--- config.mk ---
export PLATFORM = sky130hd
export DESIGN_NAME = uart_ring_transmitter
export DESIGN_NICKNAME = d
export VERILOG_FILES = /design/src/rtl/uart_pkg.sv /design/src/rtl/uart_baud_tick.sv /design/src/rtl/uart_ring_transmitter.sv
export SDC_FILE = /design/constraint.sdc
export NUM_CORES = 1
export LEC_CHECK = 0
export ABC_CLOCK_PERIOD_IN_PS = 2240
export CORE_MARGIN = 10
export CORE_UTILIZATION = 30
export CTS_CLUSTER_DIAMETER = 50
export DETAILED_ROUTE_END_ITERATION = 10
export PLACE_DENSITY = 0.62
export SLEW_MARGIN = 0
export SYNTH_ARGS = -nofsm -noshare
export SYNTH_HDL_FRONTEND = slang
export SYNTH_SLANG_ARGS = --single-unit
--- constraint.sdc ---
create_clock -name clk -period 2.24 [get_ports clk]
set_input_delay 0.224 -clock clk [delete_from_list [all_inputs] [get_ports clk]]
set_output_delay 0.224 -clock clk [all_outputs]
set_load 0.005 [all_outputs]
--- src/rtl/uart_pkg.sv ---
// Shared UART definitions: frame geometry, line levels and the transmit FSM state encoding.
package uart_pkg;

   localparam int   UART_DATA_BITS  = 8;
   localparam logic UART_IDLE_LEVEL = 1'b1;
   localparam int   UART_BIT_IDX_W  = $clog2(UART_DATA_BITS);

   typedef enum logic [2:0] {
      IDLE,
      REQ,
      WAIT_ACK,
      START,
      DATA,
      STOP
   } uart_state_e;

   // Baud counter width; a 2-cycle bit still needs one counter bit.
   function automatic int baud_cnt_width(input int clks_per_bit);
      return (clks_per_bit < 2) ? 1 : $clog2(clks_per_bit);
   endfunction

endpackage

--- src/rtl/uart_baud_tick.sv ---
// Bit-period counter: counts 0..CLKS_PER_BIT-1 while enabled and flags the last cycle of each bit.
module uart_baud_tick
   import uart_pkg::*;
#(
   parameter int CLKS_PER_BIT = 16
) (
   input  logic clk,
   input  logic rst_n,
   input  logic count_en,
   input  logic clear,
   output logic tick
);

   localparam int               CNT_W = baud_cnt_width(CLKS_PER_BIT);
   localparam logic [CNT_W-1:0] LAST  = CNT_W'(CLKS_PER_BIT - 1);

   logic [CNT_W-1:0] cnt_q;
   logic [CNT_W-1:0] cnt_d;

   always_ff @(posedge clk or negedge rst_n) begin
      if (!rst_n) begin
         cnt_q <= '0;
      end else begin
         cnt_q <= cnt_d;
      end
   end

   always_comb begin
      cnt_d = cnt_q;
      if (clear) begin
         cnt_d = '0;
      end else if (count_en) begin
         cnt_d = (cnt_q == LAST) ? '0 : cnt_q + 1'b1;
      end
   end

   assign tick = count_en && !clear && (cnt_q == LAST);

endmodule

--- src/rtl/uart_ring_transmitter.sv ---
// Fetches bytes from the ring buffer with a one-cycle read handshake and sends each as an 8N1 frame.
// Handshake: readEnable is high for one cycle; dataReadAck/dataRead are sampled on the following edge only.
module uart_ring_transmitter
   import uart_pkg::*;
#(
   parameter int CLKS_PER_BIT = 16
) (
   input  logic                      clk,
   input  logic                      reset,
   input  logic                      enable,
   output logic                      readEnable,
   input  logic                      dataReadAck,
   input  logic [UART_DATA_BITS-1:0] dataRead,
   output logic                      txd,
   output logic                      busy,
   output logic                      frameDone,
   output uart_state_e               dbg_state
);

   localparam logic [UART_BIT_IDX_W-1:0] LAST_BIT = UART_BIT_IDX_W'(UART_DATA_BITS - 1);

   uart_state_e                state_q;
   uart_state_e                state_d;
   logic [UART_DATA_BITS-1:0]  shift_q;
   logic [UART_DATA_BITS-1:0]  shift_d;
   logic [UART_BIT_IDX_W-1:0]  bit_idx_q;
   logic [UART_BIT_IDX_W-1:0]  bit_idx_d;

   logic baud_en;
   logic baud_clear;
   logic bit_tick;

   uart_baud_tick #(
      .CLKS_PER_BIT(CLKS_PER_BIT)
   ) u_baud (
      .clk      (clk),
      .rst_n    (reset),
      .count_en (baud_en),
      .clear    (baud_clear),
      .tick     (bit_tick)
   );

   always_ff @(posedge clk or negedge reset) begin
      if (!reset) begin
         state_q   <= IDLE;
         shift_q   <= '0;
         bit_idx_q <= '0;
      end else begin
         state_q   <= state_d;
         shift_q   <= shift_d;
         bit_idx_q <= bit_idx_d;
      end
   end

   always_comb begin
      state_d   = state_q;
      shift_d   = shift_q;
      bit_idx_d = bit_idx_q;
      case (state_q)
         IDLE: begin
            if (enable) state_d = REQ;
         end
         REQ: begin
            state_d = WAIT_ACK;
         end
         WAIT_ACK: begin
            // No ack means the buffer was empty: drop back without framing anything.
            if (dataReadAck) begin
               shift_d   = dataRead;
               bit_idx_d = '0;
               state_d   = START;
            end else begin
               state_d = IDLE;
            end
         end
         START: begin
            if (bit_tick) state_d = DATA;
         end
         DATA: begin
            if (bit_tick) begin
               shift_d   = {1'b0, shift_q[UART_DATA_BITS-1:1]};
               bit_idx_d = bit_idx_q + 1'b1;
               if (bit_idx_q == LAST_BIT) state_d = STOP;
            end
         end
         STOP: begin
            if (bit_tick) state_d = enable ? REQ : IDLE;
         end
         default: begin
            state_d = IDLE;
         end
      endcase
   end

   always_comb begin
      readEnable = 1'b0;
      txd        = UART_IDLE_LEVEL;
      busy       = 1'b1;
      frameDone  = 1'b0;
      baud_en    = 1'b0;
      baud_clear = 1'b1;
      case (state_q)
         IDLE: begin
            busy = 1'b0;
         end
         REQ: begin
            readEnable = 1'b1;
         end
         START: begin
            txd        = ~UART_IDLE_LEVEL;
            baud_en    = 1'b1;
            baud_clear = 1'b0;
         end
         DATA: begin
            txd        = shift_q[0];
            baud_en    = 1'b1;
            baud_clear = 1'b0;
         end
         STOP: begin
            baud_en    = 1'b1;
            baud_clear = 1'b0;
            frameDone  = bit_tick;
         end
         default: begin
            busy = 1'b1;
         end
      endcase
   end

   assign dbg_state = state_q;

   assert property (@(posedge clk) disable iff (!reset) readEnable |=> !readEnable);
   assert property (@(posedge clk) disable iff (!reset) frameDone |-> (txd == UART_IDLE_LEVEL));

endmodule

---- Word-level counts from Yosys, hierarchy flattened ----
Cells that the tools add are included.
operators by class
  shifts and indexed selects .............. 0
  magnitude comparators ................... 0
  $mul .................................... 0
  divide/modulo/power cells ............... 0
  equal/unequal tests ..................... 14
  multiplexer cells ....................... 22
  add/sub/neg operators ................... 2
  bitwise logic cells ..................... 0
  reductions and logical operators ........ 7
operators by type and width
  kind                                                                      number
  3-bit two-way mux                                                         7
  3-bit one-hot mux with 6 select lines                                     1
  8-bit two-way mux                                                         2
  8-bit one-hot mux with 2 select lines                                     1
  4-bit two-way mux                                                         3
  2-bit inequality test (second input constant)                             6
  3-bit equality test (second input constant)                               3
  3-bit by 2-bit equality test with 1-bit output (second input constant)    2
  3-bit one-hot mux with 2 select lines                                     1
  1-bit two-way mux                                                         5
  5-bit AND reduction                                                       1
  4-bit by 1-bit adder with 4-bit output (second input constant)            1
  4-bit equality test (second input constant)                               1
  3-bit by 1-bit adder with 3-bit output (second input constant)            1
  3-bit by 1-bit equality test with 1-bit output (second input constant)    1
  3-bit logical NOT                                                         1
  3-bit AND reduction                                                       1
  3-bit OR reduction                                                        1
  1-bit logical AND                                                         2
  2-bit two-way mux                                                         1
  2-bit by 1-bit inequality test with 1-bit output (second input constant)  1
  1-bit one-hot mux with 2 select lines                                     1
  2-bit nonzero test                                                        1
storage, ports and cells
  output and inout bits ................... 7
  bits in read-only memories .............. 0
  input bits .............................. 12
  memories ................................ 0
  bits in registers ....................... 18
  word-level logic and storage cells ...... 49
  bits in latches ......................... 0
  RAM bits ................................ 0

---- Logic depth before layout (Yosys ltp) ----
Gate-level depths: netlist of the first run.
  depth after elaboration ................. 7
  mapped depth ............................ 6
  depth with buffers taken out ............ 4

---- By module ----
Synthesis of the first run repeated with hierarchy kept, for this count alone.
second synthesis, totals
  cell total of the unflattened synthesis .. 90
  area total of the unflattened synthesis .. 1,007.2 µm²
by module, submodules not included
  module                 cells an instance  instances  area an instance (µm²)
  uart_ring_transmitter  69                 1          804.5
  uart_baud_tick         21                 1          202.7

---- Least setup slack after synthesis of the first run ----
Ideal clock, no wire load.
  path type ............................... register -> register
  from .................................... register state_q[1] (netlist: dbg_state[1])
  to ...................................... register shift_q[1]
  arrival time ............................ 1,488 ps
  slack ................................... 627 ps
  buffers on the path ..................... 2
  data required time ...................... 2,115 ps
  stages on the path, launching flop included .. 6
  library setup time ...................... 125 ps
  cells stage by stage .................... dfrtp_1 buf_4 nor3b_4 buf_6 mux2_2 mux2_4
on the way
  word-level cells in the longest chain between the ends .. 7
  elaborated cells on any way between the ends .. 13
  those cells by class .................... eq/ne (6); mux (2); reduce/logical (5)
ends and longest elaborated chain
  what                                               RTL line                      text
  from (decl)                                        uart_ring_transmitter.sv:22   uart_state_e state_q;
  from (signal assigned)                             uart_ring_transmitter.sv:49   state_q <= state_d;
  3-bit equality test, or another cell as far along  uart_ring_transmitter.sv:102  case (state_q)
  3-bit OR reduction (no line)                       --
  1-bit two-way mux                                  uart_ring_transmitter.sv:102
  1-bit logical AND (2 in series)                    uart_baud_tick.sv:37          assign tick = count_en && !clear && (cnt_q == LAST);
  2-bit inequality test (no line)                    --
  3-bit AND reduction (no line)                      --
  to (signal assigned)                               uart_ring_transmitter.sv:50   shift_q <= shift_d;
  to (decl)                                          uart_ring_transmitter.sv:24   logic [UART_DATA_BITS-1:0] shift_q;
Several ways; a longest one is shown, not always the timed one.
A chain may end at the register's enable or synchronous reset.

---- Worst setup path after layout of the first run ----
  from .................................... register state_q[1] (netlist: dbg_state[1])
  to ...................................... output txd
on the way
  word-level cells in the longest chain between the ends .. 2
  elaborated cells on any way between the ends .. 3
  those cells by class .................... eq/ne (2); mux (1)
ends and longest elaborated chain
  what                                                                                          RTL line                      text
  3-bit equality test / 3-bit by 2-bit equality test with 1-bit output (equally long branches)  uart_ring_transmitter.sv:102
  1-bit one-hot mux with 2 select lines (*)                                                     uart_ring_transmitter.sv:102
  to (decl)                                                                                     uart_ring_transmitter.sv:14   output logic txd,
Every way passes the cells marked *; elsewhere a longest branch is shown, timed or not.

==> results.json, run 1 <==
{
  "cts_root_buf": "clkbuf_4",
  "cts_made_buffers": 3,
  "cts_sinks": 18,
  "setup_viol": 0,
  "p_int_mw": 0.783,
  "fin_worst_skew_ps": 1.99,
  "cts_buffer_depth": 2,
  "syn_to_final_growth_pct": 22.2,
  "rows": 20,
  "power_frac_seq_pct": 47.7,
  "viasPerCell": 4.50,
  "clk_pin_slew_ps": 100,
  "cap_violations": 0,
  "io_buffers": 18,
  "synth_cells": 79,
  "p_leak_nw": 0.529,
  "io_pins": 19,
  "synth_ff_type": "dfrtp_1",
  "synth_edf_count": 0,
  "hold_viol": 0,
  "firstDrtPassIters": 2,
  "critPathLaunchType": "flip-flop",
  "gp_routability_congestion": 0.771,
  "ys_ff_latch": 18,
  "slew_headroom_pct": 74.0,
  "p_switching_mw": 0.349,
  "worstMarginPinSlew_ps": 380,
  "fin_crit_ps": 2080,
  "drv_slew": 0,
  "synth.avg_cell_area_um2": 12.6,
  "timing.final.crit_share_pct": 92.9,
  "end_kind": "output port",
  "drive_gt1_share_pct": 22.9,
  "synth_cell_types": 33,
  "initial_core_util_pct": 32.0,
  "grt_antenna_before_repair": 0,
  "rsz0062_at_grt": "no",
  "wirelength_um": 1870,
  "vias": 630,
  "outcome": "finished, final reports clean",
  "max_freq_ghz": 0.480,
  "crit_type": "reg -> out",
  "async_reset_ff_share_pct": 100,
  "drc_errors": 0,
  "wl_per_cell_um": 13.4,
  "synth_area_um2": 993,
  "cts_htree_levels": 1,
  "die_w_um": 77.5,
  "num-nets-final": 113,
  "final_cell_mix": "dfrtp_1 (18), clkdlybuf4s50_1 (18), mux2_2 (7), mux2_4 (7), nor2_1 (5)",
  "setup_tns_ps": 0,
  "syn-num-nets": 94,
  "worstPathRequired_ps": 2020,
  "die_height_um": 77.5,
  "nFillCells": 326,
  "hold_buffers": 0,
  "hp-class": "in -> async",
  "irDropWorstVdd_uv": 285,
  "setup_slack_ps": 159,
  "combPwrFrac_pct": 38.0,
  "yosys_warnings": 0,
  "dp_hpwl_um": 1410,
  "grt_pass1_vias": 695,
  "first_iter_violations": 25,
  "cts_tree": "built",
  "switching_share_pct": 30.8,
  "power_frac_clock_pct": 14.3,
  "grt_usage_pct": 6.73,
  "grt-ovfl-total": 0,
  "final_core_util_pct": 39.1,
  "antennaDiodeCount": 0,
  "ys_seq_area_share_pct": 45.3,
  "multi_input_area_um2": 483,
  "core-area_um2": 3100,
  "die_area_um2": 6010,
  "cellPowerDensity_nw_per_um2": 933,
  "dp_slack_ps": 400,
  "grt_max_degree": 19,
  "antenna_left": 0,
  "clk_latency_ps": 290,
  "cp_max_fo": 11,
  "ff_latch_area_um2": 450,
  "grt_pass1_wl_um": 3390,
  "cp.arrival_ps": 1860
}
[state kept, by name (all words and copies together) (netlist names)]
| register | flops |
|---|---|
| shift_q | 8 |
| u_baud.cnt_q | 4 |
| bit_idx_q | 3 |
| dbg_state | 3 |
[cell families after synthesis]
| kind of cell | Yosys count | synth area share, % |
|---|---|---|
| AO/OA/AOI/OAI | 15 | 11.3 |
| XOR/XNOR | 2 | 1.76 |
| adder cells (fa/ha/maj) | 3 | 3.78 |
| buffers and inverters | 8 | 6.17 |
| flip-flops | 18 | 45.3 |
| multiplexers | 15 | 19.5 |
| AND/OR/NAND/NOR | 18 | 12.1 |
[routing by layer]
| metal | up-vias | GRT usage, % | share of wire (%) |
|---|---|---|---|
| li1 | 324 | - | - |
| met1 | 289 | 8.73 | 53 |
| met2 | 15 | 10.0 | 42 |
| met3 | 2 | 2.19 | 4.5 |
| met4 | 0 | 2.74 | 0.43 |
| met5 | - | 0 | 0 |
[area by class of cell]
cell class | instances | area share [%]
multi-input cells | 53 | 39.8
flip-flops and latches | 18 | 37.1
repair buffers | 20 | 16.1
well taps | 44 | 4.54
clock buffers | 3 | 1.86
inverters | 2 | 0.619
[stage by stage]
step	area, um2	total power [mW]	hold WS (ps)	std cells
floorplan	993	0.832	-71.6	79
global placement	1190	0.966	452	137
detailed placement	1190	0.981	460	137
CTS	1210	1.14	261	140
global route	1210	1.23	262	140
finish	1210	1.13	257	140
[path summary, 6_finish.rpt]
path                                  from         endpoint  slack (ps)  cells past startpoint
max                           dbg_state[1]              txd         160                      3
min                                  reset     dbg_state[2]         260                      2
max reg2reg                   dbg_state[2]       shift_q[2]         400                      4
min reg2reg                u_baud.cnt_q[0]  u_baud.cnt_q[0]         470                      1
max in group asynchronous            reset       shift_q[4]        1790                      2
min in group clk           u_baud.cnt_q[0]  u_baud.cnt_q[0]         470                      1
[power groups by stage]
stage	Sequential, mW	Clock, mW	Combinational (mW)
detailed placement	0.543	0	0.438
floorplan	0.483	0	0.350
CTS	0.540	0.166	0.438
global placement	0.541	0	0.425
finish	0.540	0.162	0.431
global route	0.565	0.189	0.476
[critical path, cell delays in order (launching register included)]
cell and delay [ps]:
dfrtp_1 520, nand2b_1 310, o31a_1 290, clkdlybuf4s50_1 460
[cell usage after synthesis (2+ instances only)]
master	number	area, um2
a21boi_0	2	15.0
a21o_1	2	15.0
a21oi_1	2	10.0
a32o_1	2	20.0
buf_4	2	15.0
buf_6	3	33.8
dfrtp_1	18	450
ha_1	3	37.5
inv_1	2	7.51
mux2_2	7	78.8
mux2_4	7	105
nand2b_1	2	12.5
nand3_1	2	10.0
nor2_1	5	18.8
o21ai_0	2	10.0
[what timing repair did]
item                                    4_1_cts  5_1_grt
gates resized for setup                       0        1
endpoints found under the setup margin        0        1
buffers inserted                              0        0
(Power assumes the default switching activity.)
==> run 2: changes to the inputs <==
--- a/config.mk
+++ b/config.mk
@@ -6,6 +6,7 @@
 export NUM_CORES = 1
 export LEC_CHECK = 0
 export ABC_CLOCK_PERIOD_IN_PS = 2240
+export CAP_MARGIN = 30
 export CORE_MARGIN = 10
 export CORE_UTILIZATION = 30
 export CTS_CLUSTER_DIAMETER = 50
==> results of run 2 <==
Final layout, timing and power as in run 1 (identical DEF).
